**src/rtl/blink_pkg.sv**
```systemverilog
// Shared constants for the blink scheduler: lamp patterns, side encoding, FSM states.
// The HAZ state exists only when BLINK_HAZARD_EN is defined.
package blink_pkg;

  localparam logic [2:0] P0 = 3'b000;
  localparam logic [2:0] P1 = 3'b001;
  localparam logic [2:0] P2 = 3'b011;
  localparam logic [2:0] P3 = 3'b111;

  localparam logic SIDE_RIGHT = 1'b0;
  localparam logic SIDE_LEFT  = 1'b1;

  typedef enum logic [1:0] {
    IDLE  = 2'd0,
    RUN_L = 2'd1,
    RUN_R = 2'd2
`ifdef BLINK_HAZARD_EN
    , HAZ = 2'd3
`endif
  } state_t;

  function automatic logic [2:0] next_pattern(input logic [2:0] p);
    case (p)
      P1:      next_pattern = P2;
      P2:      next_pattern = P3;
      default: next_pattern = P0;
    endcase
  endfunction

endpackage

```
**src/rtl/blink_tick_gen.sv**
```systemverilog
// Free-running divider: tick is high for one cycle while count == TICK_DIV-1.
module blink_tick_gen #(
  parameter int unsigned TICK_DIV = 4
) (
  input  logic clk,
  input  logic reset,
  output logic tick
);

  logic [7:0] count;

  assign tick = (count == 8'(TICK_DIV - 1));

  always_ff @(posedge clk or posedge reset) begin
    if (reset)
      count <= '0;
    else if (tick)
      count <= '0;
    else
      count <= count + 8'd1;
  end

endmodule

```
**src/rtl/blink_scheduler.sv**
```systemverilog
// Turn-signal scheduler: round-robin left/right blink sequences paced by a tick.
// Optional hazard mode compiled in with BLINK_HAZARD_EN.
module blink_scheduler
  import blink_pkg::*;
#(
  parameter int unsigned TICK_DIV = 4
) (
  input  logic       clk,
  input  logic       reset,
  input  logic       req_left,
  input  logic       req_right,
  input  logic       req_hazard,
  output logic [2:0] lights_l,
  output logic [2:0] lights_r,
  output logic       busy,
  output logic       last_side
);

  logic   tick;
  state_t state, state_n;
  logic [2:0] ll_n, lr_n;
  logic   last_n;
  logic   pend_l, pend_r;
  logic   again_l, again_r;
  logic   done_l, done_r;

  blink_tick_gen #(.TICK_DIV(TICK_DIV)) u_tick (
    .clk   (clk),
    .reset (reset),
    .tick  (tick)
  );

`ifndef BLINK_HAZARD_EN
  logic unused_hazard;
  assign unused_hazard = req_hazard;
`endif

  always_comb begin
    state_n = state;
    ll_n    = lights_l;
    lr_n    = lights_r;
    last_n  = last_side;
    done_l  = 1'b0;
    done_r  = 1'b0;
    if (tick) begin
      case (state)
        IDLE: begin
`ifdef BLINK_HAZARD_EN
          if (req_hazard) begin
            state_n = HAZ;
            ll_n    = P3;
            lr_n    = P3;
          end else
`endif
          if (pend_l && (!pend_r || last_side == SIDE_RIGHT)) begin
            state_n = RUN_L;
            ll_n    = P1;
          end else if (pend_r) begin
            state_n = RUN_R;
            lr_n    = P1;
          end
        end
        RUN_L: begin
          ll_n = next_pattern(lights_l);
          if (lights_l == P3) begin
            state_n = IDLE;
            last_n  = SIDE_LEFT;
            done_l  = 1'b1;
          end
        end
        RUN_R: begin
          lr_n = next_pattern(lights_r);
          if (lights_r == P3) begin
            state_n = IDLE;
            last_n  = SIDE_RIGHT;
            done_r  = 1'b1;
          end
        end
`ifdef BLINK_HAZARD_EN
        HAZ: begin
          if (!req_hazard && lights_l == P0) begin
            state_n = IDLE;
          end else begin
            ll_n = ~lights_l;
            lr_n = ~lights_r;
          end
        end
`endif
        default: begin
          state_n = IDLE;
          ll_n    = P0;
          lr_n    = P0;
        end
      endcase
    end
  end

  // A request seen while its own side runs is parked in again_x so the
  // completion tick re-arms pending instead of clearing it.
  always_ff @(posedge clk or posedge reset) begin
    if (reset) begin
      state     <= IDLE;
      lights_l  <= '0;
      lights_r  <= '0;
      busy      <= 1'b0;
      last_side <= SIDE_RIGHT;
      pend_l    <= 1'b0;
      pend_r    <= 1'b0;
      again_l   <= 1'b0;
      again_r   <= 1'b0;
    end else begin
      state     <= state_n;
      lights_l  <= ll_n;
      lights_r  <= lr_n;
      busy      <= (state_n != IDLE);
      last_side <= last_n;
      pend_l    <= done_l ? (again_l | req_left)  : (pend_l | req_left);
      pend_r    <= done_r ? (again_r | req_right) : (pend_r | req_right);
      again_l   <= (!done_l && state == RUN_L) ? (again_l | req_left)  : 1'b0;
      again_r   <= (!done_r && state == RUN_R) ? (again_r | req_right) : 1'b0;
    end
  end

endmodule

```
**config.mk**
```make
export PLATFORM = sky130hd
export DESIGN_NAME = blink_scheduler
export DESIGN_NICKNAME = d
export VERILOG_FILES = /design/src/rtl/blink_pkg.sv /design/src/rtl/blink_tick_gen.sv /design/src/rtl/blink_scheduler.sv
export SDC_FILE = /design/constraint.sdc
export NUM_CORES = 1
export LEC_CHECK = 0
export CAP_MARGIN = 20
export CORE_MARGIN = 2
export CORE_UTILIZATION = 45
export CTS_CLUSTER_SIZE = 12
export DETAILED_ROUTE_END_ITERATION = 10
export HOLD_SLACK_MARGIN = 0.03
export PLACE_DENSITY = 0.73
export SLEW_MARGIN = 30
export SYNTH_ARGS = -nofsm -noshare
export SYNTH_HDL_FRONTEND = slang
export SYNTH_SLANG_ARGS = --single-unit
```
**constraint.sdc**
```tcl
create_clock -name clk -period 1.97 [get_ports clk]
set_input_delay 0.394 -clock clk [delete_from_list [all_inputs] [get_ports clk]]
set_output_delay 0.394 -clock clk [all_outputs]
set_load 0.01 [all_outputs]
```
==> out/results.txt <==
Pint = 0.5761 mW
CP max FO = 7
Setup crit end kind = flip-flop
clock share of power = 0.339
Yosys top cell by area = dfrtp_1
WS Path Type = reg -> reg
top-area cell type share of the netlist area = 0.5399
GR Overflow Total = 0
critical-path cell list = nor4_2 -> nand3_1 -> buf_4 -> nor3_1 -> mux2i_1
routed len/inst = 13.06 µm
Period minus WS final = 1756 ps
GP Congestion = 0.8143
setup TNS = 0 ps
CTS tree = yes
Final Hold Viols = 0
reg2reg end = pend_r
synthesized area per cell = 10.10 µm²
sequential share of power = 0.629
count of cell types in the netlist = 30
clk_lat worst skew = 310 ps
fmax = 569.5 MHz
Top-Level Pins = 13
P&R area growth vs syn = 19.26%
largest net degree at the start of global routing = 23
Seq cells post-synth = 22
Worst-Margin Slew = 282.4 ps
area of the mapped netlist = 0.001020 mm²
worst slack at placement = 240.6 ps
fill count = 200
first-pass GRT wire length = 3.387 mm
arrival time at the worst endpoint = 1990 ps
Post-DRT Antenna Nets = 0
Port Buffers = 11
run status = complete, no violations
RR Startpoint = u_tick.count[7]
nature of the critical path startpoint = flip-flop
Mapped Cells = 101
Critical Path RT = 2200 ps
hold_buf cts = 0
DP HPWL = 1.362 mm
switching power = 0.1465 mW
final worst-path cycle share = 0.8914
Pwr Total = 0.7226 mW
Comb pwr share = 0.032
slowest CP cell = dfrtp_1
final setup vio count = 0
Pleak = 0.5105 nW
die footprint = 0.002663 mm²
number of global-route vias before repair = 779
synth top area cells = dfrtp_1 (54%), nand3_1 (4.9%), nor2_1 (4.4%)
Max VDD drop = 0.6125 mV
ANT cells = 0
clk root buf = clkbuf_4
Reg2Reg Setup Slack = 210 ps
CTS max path bufs = 2
Detailed Routing Iterations Pass 1 = 4
CTS H-tree depth = 1
layout cells sized above 1 = 0.09483
RSZ-0062 raised after global routing = no
Core Area = 0.002170 mm²
Layout Nets = 123
power density cells = 594.1 mW/mm²
Net Sw Frac = 0.2028
worst stage delay on the critical path = 420 ps
clock slew at reported path FFs = 120 ps
register area share after synthesis = 0.5399
post-CTS sizing = 0
R2R depth = 5
Ys Warns = 0
Vias per Instance = 5.458
HP Class = in -> async
Post-route DRC = 0
syn_nets = 107
Final WS setup = 214.0 ps
row count = 17
fin area = 0.001216 mm²
Initial Util = 0.4700
Die Ht = 51.61 µm
CTS sink cnt = 22
final WL = 1.881 mm
most frequent cells in the layout = dfrtp_1 (22), nor2_1 (12), clkdlybuf4s50_1 (11), nand3_1 (10), a21oi_1 (7)
initial antenna violation count = 0
post-CTS setup buffer count = 0
number of CTS-inserted buffers = 3
Relative slew margins = 0.8117
Area after DPL = 0.001180 mm²
Max Clock Skew = 7.099 ps
Die Span X = 51.61 µm
max-cap viol count = 0
GRT Resource Usage Total = 0.1712
Slew Viols, Final = 0
leading cell type in the layout, fill and taps excluded = dfrtp_1
Vias = 786
Iteration-0 DRC Markers = 19
worst max path at each step:
stage                          startpoint           to  slack, ps
after floorplan           u_tick.count[7]  lights_r[1]        470
after global placement    u_tick.count[7]  lights_r[1]        250
after detailed placement  u_tick.count[7]       pend_r        240
after CTS                 u_tick.count[7]       pend_r        210
after global routing      u_tick.count[7]       pend_r         60
final                     u_tick.count[7]       pend_r        210
layer usage:
layer / part of all wire / global-route usage / up-vias / routed length [µm]
met2: 0.49 / 0.2863 / 15 / 929
li1: - / - / 381 / -
met4: 0.0074 / 0.03070 / 0 / 14
met1: 0.46 / 0.2162 / 388 / 862
met3: 0.040 / 0.06034 / 2 / 75
met5: 0 / 0 / - / 0
registers in the layout (all words and copies together), names as in the netlist:
name          count
again_r           1
lights_r          3
busy              1
lights_l          3
u_tick.count      8
pend_r            1
last_side         1
state             2
pend_l            1
again_l           1
stage by stage:
step | hold WS [ps] | cells | util
detailed placement | 445.8 | 140 | 0.5438
global route | 478.7 | 144 | 0.5606
global placement | 443.4 | 140 | 0.5438
CTS | 414.5 | 144 | 0.5606
finish | 401.4 | 144 | 0.5606
floorplan | 383.2 | 101 | -
cell usage after synthesis:
cell,n
inv_1,4
dfrtp_1,22
a41oi_1,1
nor2b_1,2
mux2_2,1
nand3_1,10
or4_1,1
a21oi_1,7
o31ai_1,1
and2_1,1
o221a_2,1
nor3b_1,1
or3b_1,1
ha_1,1
xor2_1,1
xnor2_1,5
nor2_1,12
a2bb2oi_1,1
o21ai_0,5
nand3b_1,1
a31oi_1,1
o22ai_1,1
o21a_1,1
and3_1,4
nand2_1,3
mux2i_1,3
clkbuf_1,4
nor3_1,2
nand2b_1,2
nor4_2,1
critical path, delay by kind of cell, from the launching register on:
family / cells / cell delay (ps)
simple gates: 3 / 820
buf+inv: 1 / 240
flops: 1 / 420
mux: 1 / 210
cells by family (layout without fill, tap and decap cells):
family                   Yosys count  in the layout  share of synthesized area
flip-flops                        22             22                     0.5399
AO/OA/AOI/OAI                     19             19                     0.1141
buffers and inverters              8             23                    0.02944
AND/OR/NAND/NOR                   41             41                     0.2123
multiplexers                       4              4                    0.04049
adder cells (fa/ha/maj)            1              1                    0.01227
XOR/XNOR                           6              6                    0.05153
power by group through the flow:
stage | sequential, mW | clock [mW] | combinational (mW)
6_report | 0.454 | 0.245 | 0.0230
3_5_place_dp | 0.463 | 0 | 0.0239
5_1_grt | 0.455 | 0.267 | 0.0266
4_1_cts | 0.454 | 0.255 | 0.0242
3_3_place_gp | 0.463 | 0 | 0.0234
2_1_floorplan | 0.463 | 0 | 0.00946
cell type report:
type                       count  area [µm²]  share of cell area
multi-input combinational     71       439.2              0.3611
sequential                    22       550.5              0.4527
timing repair buffer          15       140.1              0.1152
tap                           28       35.03             0.02881
clock buffer                   4       36.28             0.02984
inverter                       4       15.01             0.01235
Power figures use the tool's default switching activity.
